**config.mk**
```make
export PLATFORM = sky130hd
export DESIGN_NAME = pong_score_display
export DESIGN_NICKNAME = d
export VERILOG_FILES = /design/src/rtl/pong_pkg.sv /design/src/rtl/bin2bcd_seq.sv /design/src/rtl/pong_score_display.sv
export SDC_FILE = /design/constraint.sdc
export NUM_CORES = 1
export LEC_CHECK = 0
export CAP_MARGIN = 20
export CORE_MARGIN = 2
export CORE_UTILIZATION = 46
export CTS_CLUSTER_DIAMETER = 200
export DETAILED_ROUTE_END_ITERATION = 8
export GPL_TIMING_DRIVEN = 0
export PLACE_DENSITY = 0.66
export SYNTH_ARGS = -nofsm -noshare
export SYNTH_HDL_FRONTEND = slang
export SYNTH_HIERARCHICAL = 1
export SYNTH_SLANG_ARGS = --single-unit
```
**constraint.sdc**
```tcl
create_clock -name clk -period 5.7 [get_ports clk]
set_input_delay 0.57 -clock clk [delete_from_list [all_inputs] [get_ports clk]]
set_output_delay 0.57 -clock clk [all_outputs]
set_load 0.02 [all_outputs]
```
**src/rtl/pong_pkg.sv**
```systemverilog
// -----------------------------------------------------------------------------
// pong_pkg
//   Definitions shared by the pong score display path:
//     - active-low seven-segment glyphs, bit order {ca,cb,cc,cd,ce,cf,cg}
//     - the state encoding of the sequential binary-to-BCD converter
//     - digit counts for the Nexys4 display and the BCD result
//     - helpers for the double-dabble step and the glyph lookup
// -----------------------------------------------------------------------------
package pong_pkg;

    localparam int NUM_DIGITS = 8;  // anodes on the Nexys4 display
    localparam int BCD_DIGITS = 5;  // 65535 needs five decimal digits

    // Active-low cathodes: a 0 lights the segment.
    localparam logic [6:0] SEG_0     = 7'b0000001;
    localparam logic [6:0] SEG_1     = 7'b1001111;
    localparam logic [6:0] SEG_2     = 7'b0010010;
    localparam logic [6:0] SEG_3     = 7'b0000110;
    localparam logic [6:0] SEG_4     = 7'b1001100;
    localparam logic [6:0] SEG_5     = 7'b0100100;
    localparam logic [6:0] SEG_6     = 7'b0100000;
    localparam logic [6:0] SEG_7     = 7'b0001111;
    localparam logic [6:0] SEG_8     = 7'b0000000;
    localparam logic [6:0] SEG_9     = 7'b0000100;
    localparam logic [6:0] SEG_BLANK = 7'b1111111;

    typedef enum logic [1:0] {
        IDLE  = 2'd0,
        SHIFT = 2'd1,
        DONE  = 2'd2
    } conv_state_e;

    // Double-dabble correction: every nibble that is 5 or more gets +3 so
    // that the following left shift carries correctly into the next digit.
    function automatic logic [19:0] dabble_adjust(input logic [19:0] f);
        logic [19:0] r;
        for (int i = 0; i < BCD_DIGITS; i++) begin
            r[4*i +: 4] = (f[4*i +: 4] >= 4'd5) ? (f[4*i +: 4] + 4'd3)
                                                : f[4*i +: 4];
        end
        return r;
    endfunction

    // Decimal digit to glyph. Anything above 9 cannot come from a valid
    // BCD value and is shown blank rather than as garbage.
    function automatic logic [6:0] seg_decode(input logic [3:0] d);
        logic [6:0] s;
        case (d)
            4'd0:    s = SEG_0;
            4'd1:    s = SEG_1;
            4'd2:    s = SEG_2;
            4'd3:    s = SEG_3;
            4'd4:    s = SEG_4;
            4'd5:    s = SEG_5;
            4'd6:    s = SEG_6;
            4'd7:    s = SEG_7;
            4'd8:    s = SEG_8;
            4'd9:    s = SEG_9;
            default: s = SEG_BLANK;
        endcase
        return s;
    endfunction

endpackage

```
**src/rtl/bin2bcd_seq.sv**
```systemverilog
// -----------------------------------------------------------------------------
// bin2bcd_seq
//   Sequential double-dabble converter: 16-bit binary -> 5 BCD digits.
//   One conversion takes 18 cycles from the cycle start is seen in IDLE:
//   1 capture, 16 shift steps, 1 publish.
//
//   Ports
//     clk    in   system clock
//     rst    in   asynchronous active-high reset
//     bin    in   value to convert, sampled when start is seen in IDLE
//     start  in   request a conversion; ignored unless the FSM is in IDLE
//     bcd    out  last completed result, bcd[3:0] = units
//     busy   out  high from the cycle after capture through the DONE cycle
//     state  out  current converter state (conv_state_e encoding)
//
//   Handshake: start is a one-sided request with no ready; the FSM accepts it
//   only in IDLE, and busy low means the next start will be accepted.
// -----------------------------------------------------------------------------
module bin2bcd_seq
    import pong_pkg::*;
(
    input  logic        clk,
    input  logic        rst,
    input  logic [15:0] bin,
    input  logic        start,
    output logic [19:0] bcd,
    output logic        busy,
    output logic [1:0]  state
);

    conv_state_e state_q;
    logic [15:0] op_q;
    logic [19:0] field_q;
    logic [3:0]  iter_q;
    logic [19:0] bcd_q;
    logic        busy_q;

    logic [19:0] field_adj_d;

    assign field_adj_d = dabble_adjust(field_q);

    always_ff @(posedge clk or posedge rst) begin
        if (rst) begin
            state_q <= IDLE;
            op_q    <= 16'd0;
            field_q <= 20'd0;
            iter_q  <= 4'd0;
            bcd_q   <= 20'd0;
            busy_q  <= 1'b0;
        end else begin
            case (state_q)
                IDLE: begin
                    if (start) begin
                        op_q    <= bin;
                        field_q <= 20'd0;
                        iter_q  <= 4'd0;
                        busy_q  <= 1'b1;
                        state_q <= SHIFT;
                    end
                end
                SHIFT: begin
                    // Shift {field, op} left by one after the +3 correction.
                    // Bit 19 of the adjusted field is always 0 for 16-bit
                    // inputs, so dropping it loses nothing.
                    field_q <= {field_adj_d[18:0], op_q[15]};
                    op_q    <= {op_q[14:0], 1'b0};
                    iter_q  <= iter_q + 4'd1;
                    if (iter_q == 4'd15) begin
                        state_q <= DONE;
                    end
                end
                DONE: begin
                    bcd_q   <= field_q;
                    busy_q  <= 1'b0;
                    state_q <= IDLE;
                end
                default: begin
                    state_q <= IDLE;
                    busy_q  <= 1'b0;
                end
            endcase
        end
    end

    assign bcd   = bcd_q;
    assign busy  = busy_q;
    assign state = state_q;

endmodule

```
**src/rtl/pong_score_display.sv**
```systemverilog
// -----------------------------------------------------------------------------
// pong_score_display
//   Takes the 16-bit pong score, converts it to BCD whenever it changes and
//   time-multiplexes the digits onto the Nexys4 eight-digit display.
//
//   Parameters
//     SCAN_DIV       clk cycles each digit stays lit (>= 2)
//     BLANK_LEADING  1 blanks leading zeros on digits 4..1
//
//   Ports
//     clk    in   system clock
//     rst    in   asynchronous active-high reset
//     score  in   unsigned binary score, sampled every cycle
//     bcd    out  last converted value, bcd[3:0] = units
//     busy   out  conversion in progress
//     an     out  digit anodes, active-low, an[0] = rightmost
//     ssd    out  cathodes {ca..cg}, active-low
//     dp     out  decimal point, active-low, always off
// -----------------------------------------------------------------------------
module pong_score_display
    import pong_pkg::*;
#(
    parameter int SCAN_DIV      = 100000,
    parameter int BLANK_LEADING = 1
) (
    input  logic        clk,
    input  logic        rst,
    input  logic [15:0] score,
    output logic [19:0] bcd,
    output logic        busy,
    output logic [7:0]  an,
    output logic [6:0]  ssd,
    output logic        dp
);

    localparam int            CW      = (SCAN_DIV > 2) ? $clog2(SCAN_DIV) : 1;
    localparam logic [CW-1:0] CNT_MAX = CW'(SCAN_DIV - 1);

    // ---------------------------------------------------------------------
    // Change detection and conversion
    // ---------------------------------------------------------------------
    logic [15:0] last_bin_q;
    logic [19:0] bcd_w;
    logic        busy_w;
    logic [1:0]  conv_state_w;
    logic        start_w;

    // Only an idle converter accepts a new value, so whatever score is
    // present on the first IDLE cycle is the one converted. Recording
    // last_bin at acceptance is equivalent to recording it at DONE: no
    // comparison is made while the conversion runs, and reset clears both.
    assign start_w = (conv_state_w == IDLE) && (score != last_bin_q);

    always_ff @(posedge clk or posedge rst) begin
        if (rst) begin
            last_bin_q <= 16'd0;
        end else if (start_w) begin
            last_bin_q <= score;
        end
    end

    bin2bcd_seq u_conv (
        .clk   (clk),
        .rst   (rst),
        .bin   (score),
        .start (start_w),
        .bcd   (bcd_w),
        .busy  (busy_w),
        .state (conv_state_w)
    );

    assign bcd  = bcd_w;
    assign busy = busy_w;

    // ---------------------------------------------------------------------
    // Digit scan
    // ---------------------------------------------------------------------
    logic [CW-1:0] cnt_q;
    logic [2:0]    idx_q;

    always_ff @(posedge clk or posedge rst) begin
        if (rst) begin
            cnt_q <= '0;
            idx_q <= 3'd0;
        end else if (cnt_q == CNT_MAX) begin
            cnt_q <= '0;
            idx_q <= idx_q + 3'd1;  // wraps 7 -> 0 naturally
        end else begin
            cnt_q <= cnt_q + 1'b1;
        end
    end

    // ---------------------------------------------------------------------
    // Anode / glyph selection. Decoding works only from the published bcd,
    // never from the converter's shift field, so no transient digits show.
    // ---------------------------------------------------------------------
    logic [NUM_DIGITS-1:0] an_d,  an_q;
    logic [6:0]            ssd_d, ssd_q;
    logic [3:0]            nib_d;
    logic                  lead_zero_d;

    always_comb begin
        an_d        = {NUM_DIGITS{1'b1}};
        ssd_d       = SEG_BLANK;
        nib_d       = 4'(bcd_w >> {idx_q, 2'b00});
        // Digit k is a leading zero when it and every digit above it are 0.
        lead_zero_d = (idx_q != 3'd0) && ((bcd_w >> {idx_q, 2'b00}) == 20'd0);
        if (idx_q < 3'(BCD_DIGITS)) begin
            an_d = ~(NUM_DIGITS'(1) << idx_q);
            if ((BLANK_LEADING != 0) && lead_zero_d) begin
                ssd_d = SEG_BLANK;  // anode stays driven, glyph dark
            end else begin
                ssd_d = seg_decode(nib_d);
            end
        end
    end

    always_ff @(posedge clk or posedge rst) begin
        if (rst) begin
            an_q  <= 8'b1111_1110;
            ssd_q <= SEG_0;
        end else begin
            an_q  <= an_d;
            ssd_q <= ssd_d;
        end
    end

    assign an  = an_q;
    assign ssd = ssd_q;
    assign dp  = 1'b1;

endmodule

```
# Yosys cells after proc, flatten, opt, wreduce, memory -nomap -nowiden
# Memory sizes are Yosys's and may differ from the RTL's.
# Cells that the tools add are included.
[totals] ff_bits=114 romBits=112 elab_cells=66 memories=1
[mem_list] memory="(no name shown)" depth=16 word_bits=7 rd=1 rd_clocked_by_memory_dff=0 wr=0 line_no="pong_pkg.sv:48" source="case (d)"
[classes] addsub=8 order_cmp=6 n_eq_ne=7 n_shift=2 n_mux=20 bitwise=2 n_reduce_logical=9
[ops] op="$pmux W20 S2" count=1
[ops] op="$pmux W16 S2" count=1
[ops] op="$ge A4 B3 Y1 const B" count=5
[ops] op="$logic_not A20 Y1" count=1
[ops] op="$mux W20" count=1
[ops] op="$mux W4" count=5
[ops] op="$shr A20 B5 Y20" count=1
[ops] op="$add A17 B1 Y17 const B" count=1
[ops] op="$eq A17 B17 Y1 const B" count=1
[ops] op="$mux W17" count=1
[ops] op="$add A4 B2 Y4 const B" count=4
[ops] op="$mux W16" count=1
[ops] op="$ne A16 B16 Y1" count=1
[ops] op="$mux W7" count=2
[ops] op="$mux W8" count=1
[ops] op="$not A8 Y8" count=1
[ops] op="$pmux W4 S2" count=1
[ops] op="$shl A1 B3 Y8 const A" count=1
[ops] op="$reduce_and A2 Y1" count=3
[ops] op="$add A4 B1 Y4 const B" count=1
[ops] op="$eq A4 B4 Y1 const B" count=1
[ops] op="$mux W2" count=2
[ops] op="$pmux W2 S2" count=1
[ops] op="$add A3 B1 Y3 const B" count=1
[ops] op="14 further kinds" count=15

# Depth between registers and ports, before layout
[logic_depth] depth_word=5 ltp_mapped=12

# Modules after synthesis
# Netlist, hierarchy kept.
[by_module_without_submodules] mod="bin2bcd_seq" instances=1 cells_each=276 area_each_um2=3078.0
[by_module_without_submodules] mod="pong_score_display" instances=1 cells_each=246 area_each_um2=2711.4

# Worst setup path after synthesis
# No wires, ideal clock.
[synth_timing] path_kind="register -> register" startpoint="reg idx_q[1]" endpoint="reg ssd_q[0], in the netlist ssd[0]" setup_time_ps=94 t_arrival_ps=2213 required_time_ps=5606 setup_slack_ps=3393 stages_incl_launch_ff=12 path_buffers=2 cell_sequence="dfrtp_1 buf_6 buf_4 mux2_2 a21oi_1 o22ai_1 inv_1 ha_1 o211ai_1 nor3_2 nor2_1 a311oi_1"
[synth_via] elab_chain_len=5 word_cells_on_any_way=8 classes_between="1 x order compare; 1 x shift; 2 x mux; 3 x reduce/logical; 1 x memory"
[synth_lines] item="start, declared" line_no="pong_score_display.sv:79" source="logic [2:0] idx_q;"
[synth_lines] item="start signal, assigned" line_no="pong_score_display.sv:87" source="idx_q <= idx_q + 3'd1;"
[synth_lines] item="branches (longest 4 deep; another with $mem_v2 Z16 W7)"
[synth_lines] item="$mux W7 (*)" line_no="pong_score_display.sv:108" source="if (idx_q < 3'(BCD_DIGITS)) begin"
[synth_lines] item="via ssd_d[0]" line_no="pong_score_display.sv:98" source="logic [6:0] ssd_d, ssd_q;"
[synth_lines] item="end signal, assigned" line_no="pong_score_display.sv:124" source="ssd_q <= ssd_d;"
[synth_lines] item="end, declared" line_no="pong_score_display.sv:98"
# Mark *: on every way through the listed nets, which the timed path passes.
# A chain may end at the register's enable or synchronous reset.

# Worst setup path after layout
[layout_timing] startpoint="in score[6]" endpoint="reg u_conv.op_q[2]"
[layout_via] elab_chain_len=4
[layout_lines] item="start, declared" line_no="pong_score_display.sv:28" source="input logic [15:0] score,"
[layout_lines] item="$ne A16 B16 Y1" line_no="pong_score_display.sv:52" source="assign start_w = (conv_state_w == IDLE) && (score != last_bin_q);"
[layout_lines] item="$logic_and A1 B1 Y1" line_no="pong_score_display.sv:52"
[layout_lines] item="via start_w" line_no="pong_score_display.sv:46" source="logic start_w;"
[layout_lines] item="$ne A2 B2 Y1 (no line)"
[layout_lines] item="$reduce_and A2 Y1 (no line)"
[layout_lines] item="end signal, assigned" line_no="bin2bcd_seq.sv:54" source="op_q <= bin;"
[layout_lines] item="end signal, assigned" line_no="bin2bcd_seq.sv:66" source="op_q <= {op_q[14:0], 1'b0};"
[layout_lines] item="end, declared" line_no="bin2bcd_seq.sv:32" source="logic [15:0] op_q;"
# The timed path passes the listed nets, and every way through them passes these cells.

==> flow_summary.json <==
{
  "synth_top_area_cell": "dfrtp_1",
  "ctsHoldBuffers": 0,
  "htree_levels": 4,
  "synth_area_um2": 5790,
  "synth_compound_area_share_pct": 14.3,
  "post_cts_buffers": 0,
  "leakagePower_nw": 3.08,
  "synth_xor_area_share_pct": 5.90,
  "cts.sinks": 114,
  "powerDensity_nw_per_um2": 540,
  "drive_above_1_share_pct": 17.6,
  "synth.distinct_cells": 62,
  "power.internal_w": 0.00249,
  "wl_per_cell_um": 15.6,
  "crit_path_cell_trace": "clkdlybuf4s50_1 > xnor2_1 > nand4_1 > nor4_1 > or3_1 > buf_2 > buf_6 > inv_1 > nor2b_1 > buf_4 > buf_8 > a21oi_2 > o21ai_1",
  "routed_via_density": 5.32,
  "synth-simple-area-share_pct": 13.5,
  "crit_path_max_fanout": 10,
  "die_height_um": 116,
  "clk_pin_slew_ns": 0.05,
  "clk_latency_ns": 0.41,
  "gr-total-overflow": 0,
  "port_buffers": 53,
  "switching_share_pct": 35.4,
  "grt_pass1_vias": 4090,
  "hpwl_um": 8720,
  "p_switching_w": 0.00136,
  "grt_use_total_pct": 19.9,
  "async_reset_ff_share_pct": 100,
  "period_share_pct": 49.9,
  "grt_pass1_wl_um": 20400,
  "syn_inst": 522,
  "finClkSkew_ns": 0.00967,
  "clockBufferDepth": 2,
  "worst_slew_pin_slew_ns": 0.555,
  "arrival_ns": 3.12,
  "status": "completed",
  "p_clk_share_pct": 26.2,
  "cts_tree": "done",
  "drt_wl_total_um": 12100,
  "synth_area_leaders": "dfrtp_1 46%, ha_1 5.0%, xnor2_1 4.5%",
  "irDropWorstVdd_mv": 0.274,
  "cap_violations": 0,
  "synthTopCellsByCount": "106 x dfrtp_1, 30 x xnor2_1, 28 x nand2_1",
  "ys_ff_latch": 114,
  "dr.pass1.iters": 4,
  "synth_adder_area_share_pct": 4.97,
  "endpoint_kind": "register",
  "rows": 40,
  "drtIter0Drc": 248,
  "setup_tns_ns": 0,
  "ys_seq_area_share_pct": 49.4,
  "synth_nets": 563,
  "synth_most_common_cell": "dfrtp_1",
  "rsz0062_at_grt": "false",
  "crit_slowest_cell": "clkdlybuf4s50_1",
  "setup_viol": 0,
  "r2r-start": "idx_q[1]",
  "combPwrFrac_pct": 39.4,
  "ys_warn_count": 6,
  "synth_top_family_by_area": "compound AO/OA/AOI/OAI gates",
  "critPathKind": "in2reg",
  "cts_buffers": 17,
  "sequentialPowerShare_pct": 34.4,
  "layout.nets": 637,
  "finalCriticalPeriod_ns": 2.85,
  "max_freq_mhz": 351,
  "initial_core_util_pct": 47.6,
  "syn_area_per_cell_um2": 11.1,
  "core_area_um2": 12200,
  "slowest_delay_ns": 0.56,
  "startpoint": "score[6]",
  "grt_max_degree": 45,
  "diodes": 0,
  "cts-resized-gates": 0,
  "antenna_found_initial": 0,
  "start_kind": "primary input",
  "synth_edf_count": 0,
  "timing.final.hold_violations": 0,
  "crit_family": "buffers and inverters",
  "ys.flop_type": "dfrtp_1",
  "muxShareOfSynthArea_pct": 6.92,
  "synth_top_area_share_pct": 45.8,
  "vias": 4134,
  "drcViolationCount": 0,
  "ctsRootBufferMaster": "clkbuf_16",
  "ant_nets": 0,
  "final_max_slew_viol_count": 0,
  "die_x_um": 116,
  "crit_buf_inv": 6,
  "critPathRequiredTime_ns": 5.98,
  "dieArea_um2": 13500,
  "area_delta_synth_final_pct": 23.4,
  "io_pins": 55,
  "routabilityCongestion": 0.846,
  "hold_class": "in2async",
  "relSlewSlack_pct": 62.9,
  "fin_util_pct": 58.7
}
==> layout make-up <==
cell class	instances	area [µm²]
plain buffers	27	198
clock buffers	28	527
clock inverters	4	45.0
fillers	1038	5020
inverters	22	82.6
multi-input cells	359	2650
flip-flops and latches	114	2860
well taps	168	210
repair buffers	55	571
==> power by group through the flow <==
stage          clock network, W  registers, W  logic (W)
2_1_floorplan                 0       0.00138    0.00100
3_3_place_gp                  0       0.00132    0.00147
3_5_place_dp                  0       0.00134    0.00152
4_1_cts                 0.00103       0.00133    0.00153
5_1_grt                 0.00107       0.00136    0.00167
6_report                0.00101       0.00133    0.00152
==> routing by layer <==
| metal | track usage [%] | wire length, µm |
|---|---|---|
| met4 | 6.35 | 138 |
| met3 | 6.38 | 379 |
| met1 | 25.5 | 5580 |
| met2 | 32.2 | 6050 |
| met5 | 0 | 0 |
==> logic make-up (layout without fill, tap and decap cells) <==
kind of cell | after synthesis | count (layout)
other cells | 1 | 1
mux | 36 | 36
buf+inv | 49 | 136
fa+ha+maj | 23 | 23
xor+xnor | 39 | 39
simple gates | 139 | 139
compound gates | 121 | 121
flops | 114 | 114
==> through the flow <==
stage	area, µm²	setup slack (ns)	hold slack (ns)	cells	power [W]
finish	7140	2.85	0.468	777	0.00386
global route	7140	2.63	0.466	777	0.00411
CTS	7140	2.82	0.456	777	0.00389
detailed placement	6570	2.38	0.481	745	0.00286
global placement	6530	2.36	0.472	743	0.00280
floorplan	5790	3.39	0.451	522	0.00238
==> flip-flops by register name, summed over array words and instances (netlist names) <==
name and count:
u_conv/state 2, last_bin_q 16, u_conv/bcd 20, u_conv/op_q 16
idx_q 3, u_conv/field_q 20, ssd 7, cnt_q 17
u_conv/busy 1, u_conv/iter_q 4, an 8
==> path summary, 6_finish.rpt <==
check / endpoint / depth (start not counted) / slack (ns)
worst max-delay path: u_conv/op_q[2] / 13 / 2.85
worst min-delay path: cnt_q[8] / 2 / 0.47
worst max register to register: ssd[0] / 11 / 2.95
worst min register to register: cnt_q[0] / 1 / 0.48
max in group asynchronous: u_conv/field_q[13] / 3 / 4.50
min in group clk: cnt_q[0] / 1 / 0.48
==> layout by cell type, fill, tap and decap left out, types with 7 or more instances in the layout <==
cell and count:
o21ai_1 14, clkbuf_16 17, inv_1 19, o22ai_1 9, dfstp_2 8, a22oi_1 15, nand4_1 7, dfrtp_1 106
o21ai_0 23, and2b_1 7, a21oi_2 12, mux2i_1 7, a21oi_1 18, nor2b_1 12, nand2b_1 8, xor2_1 9
clkdlybuf4s50_1 53, mux2_1 10, nor3_1 11, buf_4 8, nor2_1 20, mux2_2 18, clkbuf_1 9, xnor2_1 30
nor4_1 9, ha_1 23, nand2_1 28, nand3_1 13, buf_2 8
Note: power is estimated with default switching activity, not from simulation.
